==> config.mk <==
export PLATFORM = sky130hd
export DESIGN_NAME = ram_xy_16x4
export DESIGN_NICKNAME = d
export VERILOG_FILES = /design/src/rtl/ram_xy_pkg.sv /design/src/rtl/ram_xy_dec.sv /design/src/rtl/ram_xy_16x4.sv
export SDC_FILE = /design/constraint.sdc
export NUM_CORES = 1
export LEC_CHECK = 0
export CAP_MARGIN = 5
export CORE_ASPECT_RATIO = 2
export CORE_MARGIN = 2
export CORE_UTILIZATION = 30
export DETAILED_ROUTE_END_ITERATION = 10
export SETUP_SLACK_MARGIN = 0.5
export SLEW_MARGIN = 10
export SYNTH_ARGS = -nofsm -noshare
export SYNTH_HDL_FRONTEND = slang
export SYNTH_HIERARCHICAL = 1
export SYNTH_SLANG_ARGS = --single-unit
==> constraint.sdc <==
create_clock -name CLK -period 1.53 [get_ports CLK]
set_input_delay 0.306 -clock CLK [delete_from_list [all_inputs] [get_ports CLK]]
set_output_delay 0.306 -clock CLK [all_outputs]
set_load 0.05 [all_outputs]
==> src/rtl/ram_xy_pkg.sv <==
// ram_xy_pkg: shared widths and types for the 16x4 X/Y-select register-file RAM
package ram_xy_pkg;
  localparam int ADDR_W = 4;
  localparam int DATA_W = 4;
  localparam int DEPTH  = 16;
  localparam int SEL_W  = 2;
  typedef logic [ADDR_W-1:0] addr_t;
  typedef logic [DATA_W-1:0] data_t;
  typedef logic [SEL_W-1:0]  sel_t;
endpackage

==> src/rtl/ram_xy_dec.sv <==
// ram_xy_dec: 2-to-4 one-hot line decoder used for the row and column selects
module ram_xy_dec
  import ram_xy_pkg::*;
(
  input  sel_t       sel,
  output logic [3:0] hot
);
  // exactly one line is active for every select value
  always_comb hot = 4'b0001 << sel;
endmodule

==> src/rtl/ram_xy_16x4.sv <==
// ram_xy_16x4: 16x4 RAM, linear write address, coincident X/Y read select, registered Do
// Optional macro RAM_WRITE_THROUGH_EN: write-first bypass on a read/write address collision
module ram_xy_16x4
  import ram_xy_pkg::*;
#(
  parameter bit CLR_ON_RESET = 1'b1
) (
  input  logic  CLK,
  input  logic  RST_N,
  input  logic  WE,
  input  addr_t A,
  input  logic  W,
  input  logic  X,
  input  logic  Y,
  input  logic  Z,
  input  sel_t  Xi,
  input  sel_t  Yi,
  output data_t Do
);
  data_t            din;
  data_t            mem [DEPTH];
  logic [DEPTH-1:0] wsel;
  logic [3:0]       row;
  logic [3:0]       col;
  data_t            rd;
  data_t            nxt;
  assign din  = {Z, Y, X, W};
  assign wsel = DEPTH'(1) << A;
  ram_xy_dec u_row (.sel(Yi), .hot(row));
  ram_xy_dec u_col (.sel(Xi), .hot(col));
  for (genvar k = 0; k < DEPTH; k++) begin : g_word
    data_t word;
    if (CLR_ON_RESET) begin : g_clr
      // word storage, cleared by reset; each word only reacts to its own decode line
      always_ff @(posedge CLK or negedge RST_N)
        if (!RST_N) word <= '0;
        else if (WE && wsel[k]) word <= din;
    end else begin : g_hold
      // word storage that survives reset; writes are still blocked while reset is low
      always_ff @(posedge CLK)
        if (RST_N && WE && wsel[k]) word <= din;
    end
    assign mem[k] = word;
  end
  // AND-OR read mux: word k contributes when its row and column lines are both active
  always_comb begin
    rd = '0;
    for (int k = 0; k < DEPTH; k++)
      rd |= {DATA_W{row[k/4] & col[k%4]}} & mem[k];
  end
`ifdef RAM_WRITE_THROUGH_EN
  // write-first: a collision forwards the incoming data straight to Do
  always_comb nxt = (WE && A == {Yi, Xi}) ? din : rd;
`else
  // read-first: a collision returns the word's old contents
  always_comb nxt = rd;
`endif
  // registered read port
  always_ff @(posedge CLK or negedge RST_N)
    if (!RST_N) Do <= '0;
    else Do <= nxt;
endmodule

After elaboration in Yosys (flattened, before gate mapping):

Index checks and enable logic that the tools add are counted.

* word-level logic and storage cells: 83
* bits in registers: 68
* output and inout port bits: 4
* bits of input ports: 15

* reductions and logical operators: 16
* bitwise operators: 47
* shift operators: 3

Operator list (number)
* bitwise AND 4 bit: 16
* OR 4 bit: 15
* bitwise AND 1 bit: 16
* logical AND 1 bit: 16
* << shifter 1 x 4 -> 16 bit (first input constant): 1
* << shifter 1 x 2 -> 4 bit (first input constant): 2

Logic depth before layout (Yosys ltp):

* word-level depth: 18
* gate-level depth with buffers: 5
* gate-level depth less buffers: 4

Cells and area by module:

The synthesis kept the hierarchy.

Modules (own cells, without submodules)
* ram_xy_16x4: area an instance 3020.4 µm², cells each 220, sequential area each 1701.6 µm², instances 1
* ram_xy_dec: area an instance 26.3 µm², cells each 4, sequential area each 0.0 µm², instances 2

Least setup slack after synthesis:

OpenSTA, ideal clock, no wires.

* kind: input port to flip-flop
* from: input Xi[1]
* to: register Do[1]
* data required time: 1384 ps
* path slack: 138 ps
* setup time: 146 ps
* path buffers: 1
* arrival: 1246 ps
* stages on the path: 5
* cell sequence: nor2b_1 -> clkbuf_1 -> a22o_1 -> a222oi_1 -> o2111ai_1

* word-level cells in the longest chain between the ends: 18
* elaborated cells on any way between the ends: 48
* classes of those cells: shift: 1; bitwise: 47

RTL lines
* start: declaration: line ram_xy_16x4.sv:16 `input sel_t Xi,`
* << shifter 1 x 2 -> 4 bit (*): line ram_xy_dec.sv:9 `always_comb hot = 4'b0001 << sel;`
* bitwise AND 1 bit: line ram_xy_16x4.sv:49 `rd |= {DATA_W{row[k/4] & col[k%4]}} & mem[k];`
* bitwise AND 4 bit: line ram_xy_16x4.sv:49
* OR 4 bit (14 in series): line ram_xy_16x4.sv:49
* OR 4 bit (*): line ram_xy_16x4.sv:49
* named net nxt[1]: line ram_xy_16x4.sv:26 `data_t nxt;`
* end signal: assignment: line ram_xy_16x4.sv:61 `else Do <= nxt;`
* end: declaration: line ram_xy_16x4.sv:18 `output data_t Do`

Mark *: on every way through the listed nets, which the timed path passes. The rest lies on a longest branch.
A chain may end at the register's enable or synchronous reset.

Final worst setup path:

* from: register g_word[8].word[1]
* to: register Do[1]

* word-level cells in the longest chain between the ends: 9

RTL lines
* start: declaration: line ram_xy_16x4.sv:32 `data_t word;`
* start signal: assignment: line ram_xy_16x4.sv:37 `else if (WE && wsel[k]) word <= din;`
* bitwise AND 4 bit: line ram_xy_16x4.sv:49
* OR 4 bit (8 in series): line ram_xy_16x4.sv:49
* named net nxt[1]: line ram_xy_16x4.sv:26

The timed path passes the listed nets, and every way through them passes these cells.

==> reports/metrics.yaml <==
status: "finished clean"
synth.avg_cell_area_um2: 13.5
cts-htree-levels: 3
hold_violations: 0
start_util_pct: 30.7
cp_max_fo: 2
ir_drop_v: 0.000658
routed_wl_um: 9230
clockBufferDepth: 2
syn-instance-count: 228
io_pins: 19
end_kind: "flip-flop"
diodes: 0
dieArea_um2: 11100
area_growth_pct: 45.6
grt-ovfl-total: 0
ys_seq_area_share_pct: 55.4
clk_latency_ns: 0.34
layout_common_cells: "dfrtp_1, mux2_4, buf_4, buf_6, mux2_2"
grt_pass1_vias: 2468
die_x_um: 75.6
start_kind: "flip-flop"
grt_use_total_pct: 18.5
drive_gt1_share_pct: 56.9
critical_path_arrival_ns: 1.59
p_clk_share_pct: 36.2
switching_share_pct: 26.3
min_path_type: "in -> async"
p_comb_share_pct: 21.2
finalCritPeriodShare_pct: 92.5
synth_area_um2: 3070
ys_warn_count: 6
cts_buffers: 9
synth_cell_type_count: 22
final_core_util_pct: 44.6
fmax_mhz: 706
vias: 2243
antenna_left: 0
drc: 0
leakagePower_nw: 1.98
cts_tree: "built"
dr.pass1.iters: 4
first_iter_violations: 151
rsz0062_at_grt: "yes"
p_switching_mw: 1.55
nNetsFinal: 309
grt_start_max_net_pins: 44
cp_data_required_time_ns: 1.71
slew_violations: 0
crit_type: "reg -> reg"
p_per_area_nw_per_um2: 1320
tightest_slew_ns: 0.615
wl_per_cell_um: 21.3
grt_antenna_before_repair: 0
root_buffer: "clkbuf_16"
final_common_cell: "dfrtp_1"
numClockSinks: 68
portBuffers: 18
min_period_ns: 1.42
pwr-share-seq_pct: 42.6
grt_pass1_wl_um: 14400
ys_ff_latch: 68
viasPerCell: 5.17
rows: 52
p_total_mw: 5.88
slew_headroom_pct: 59.0
finClkSkew_ns: 0.00487
core_area_um2: 10000
finalWeightedCongestion: 0.868
syn_nets: 243
hpwl_um: 6510
die_h_um: 147
drv_cap: 0
clk_pin_slew_worst_paths_ns: 0.06
p_int_mw: 4.33
setup_viol: 0
## power by group through the flow
| stage | Sequential [mW] | Clock [mW] | Combinational [mW] |
|---|---|---|---|
| final | 2.51 | 2.13 | 1.25 |
| after floorplan | 2.49 | 0 | 0.589 |
| after detailed placement | 2.52 | 0 | 1.03 |
| after CTS | 2.50 | 2.16 | 1.23 |
| after global routing | 2.55 | 2.24 | 1.32 |
| after global placement | 2.51 | 0 | 1.00 |
## kinds of logic after synthesis
group	Yosys count	share of synthesized area, %
simple gates	51	10.1
flops	68	55.4
compound gates	33	9.61
mux	64	23.5
buf+inv	12	1.47
## area by class of cell
type | count | area (um2)
clock buffers | 11 | 253
clock inverters | 5 | 60.1
fillers | 927 | 5550
inverters | 1 | 3.75
multi-input cells | 148 | 1640
flip-flops and latches | 68 | 1700
well taps | 135 | 169
repair buffers | 66 | 647
## repair_timing
item / CTS / global route
endpoints found under the setup margin: 72 / 106
resized for setup: 118 / 11
hold buffers: 1 / 0
endpoints found under the hold margin: 11 / 0
pin swaps: 28 / 9
setup buffers: 10 / 1
## critical path, cell delays in order (launching register included)
cell	delay, ns
dfrtp_1	0.41
a22o_1	0.23
a222oi_1	0.43
o2111ai_2	0.18
## synth_stat cells
library cell,n,area [um2]
and4_1,3,26.3
nand4_1,1,6.26
o2111ai_1,3,26.3
a22oi_1,4,30.0
mux2_2,56,631
and2_2,2,15.0
mux2_1,8,90.1
inv_1,1,3.75
or3_4,3,33.8
and2b_2,2,17.5
dfrtp_1,68,1700
nand3b_1,4,30.0
nand2b_1,5,31.3
clkbuf_1,11,41.3
nand3_1,13,65.1
nor2_1,12,45.0
nor3b_2,1,12.5
nand2_1,2,7.51
nor2b_1,2,12.5
a22o_1,17,149
and2b_1,1,7.51
a222oi_1,9,90.1
## stage by stage
stage	setup TNS, ns	area [um2]	cells	hold slack, ns	worst slack (ns)
finish	0	4470	434	0.385	0.114
global route	0	4470	434	0.407	0.0777
CTS	0	4430	433	0.409	0.0988
detailed placement	-25.66	3780	406	0.227	-0.667
global placement	-24.71	3780	406	0.227	-0.630
floorplan	0	3210	228	0.0104	0.230
## final timing paths
| kind | start | endpoint | slack, ns | cells after the start |
|---|---|---|---|---|
| worst max-delay path | g_word[8].word[1] | Do[1] | 0.11 | 3 |
| worst min-delay path | RST_N | g_word[14].word[3] | 0.39 | 2 |
| worst max register to register | g_word[8].word[1] | Do[1] | 0.11 | 3 |
| worst min register to register | g_word[2].word[1] | g_word[2].word[1] | 0.51 | 1 |
| max in group asynchronous | RST_N | Do[2] | 0.64 | 3 |
| min in group CLK | A[1] | g_word[8].word[1] | 0.42 | 3 |
## per-layer routing
layer	up-vias	routed length, um	track usage [%]
li1	1001	-	-
met1	1172	3260	20.1
met2	50	5330	32.6
met3	20	232	2.88
met4	0	398	10.0
met5	-	0	0
## sequential cells by signal, summed over array words and instances (netlist names)
signal and cells:
Do 4, g_word.word 64
Note: power is estimated with default switching activity, not from simulation.
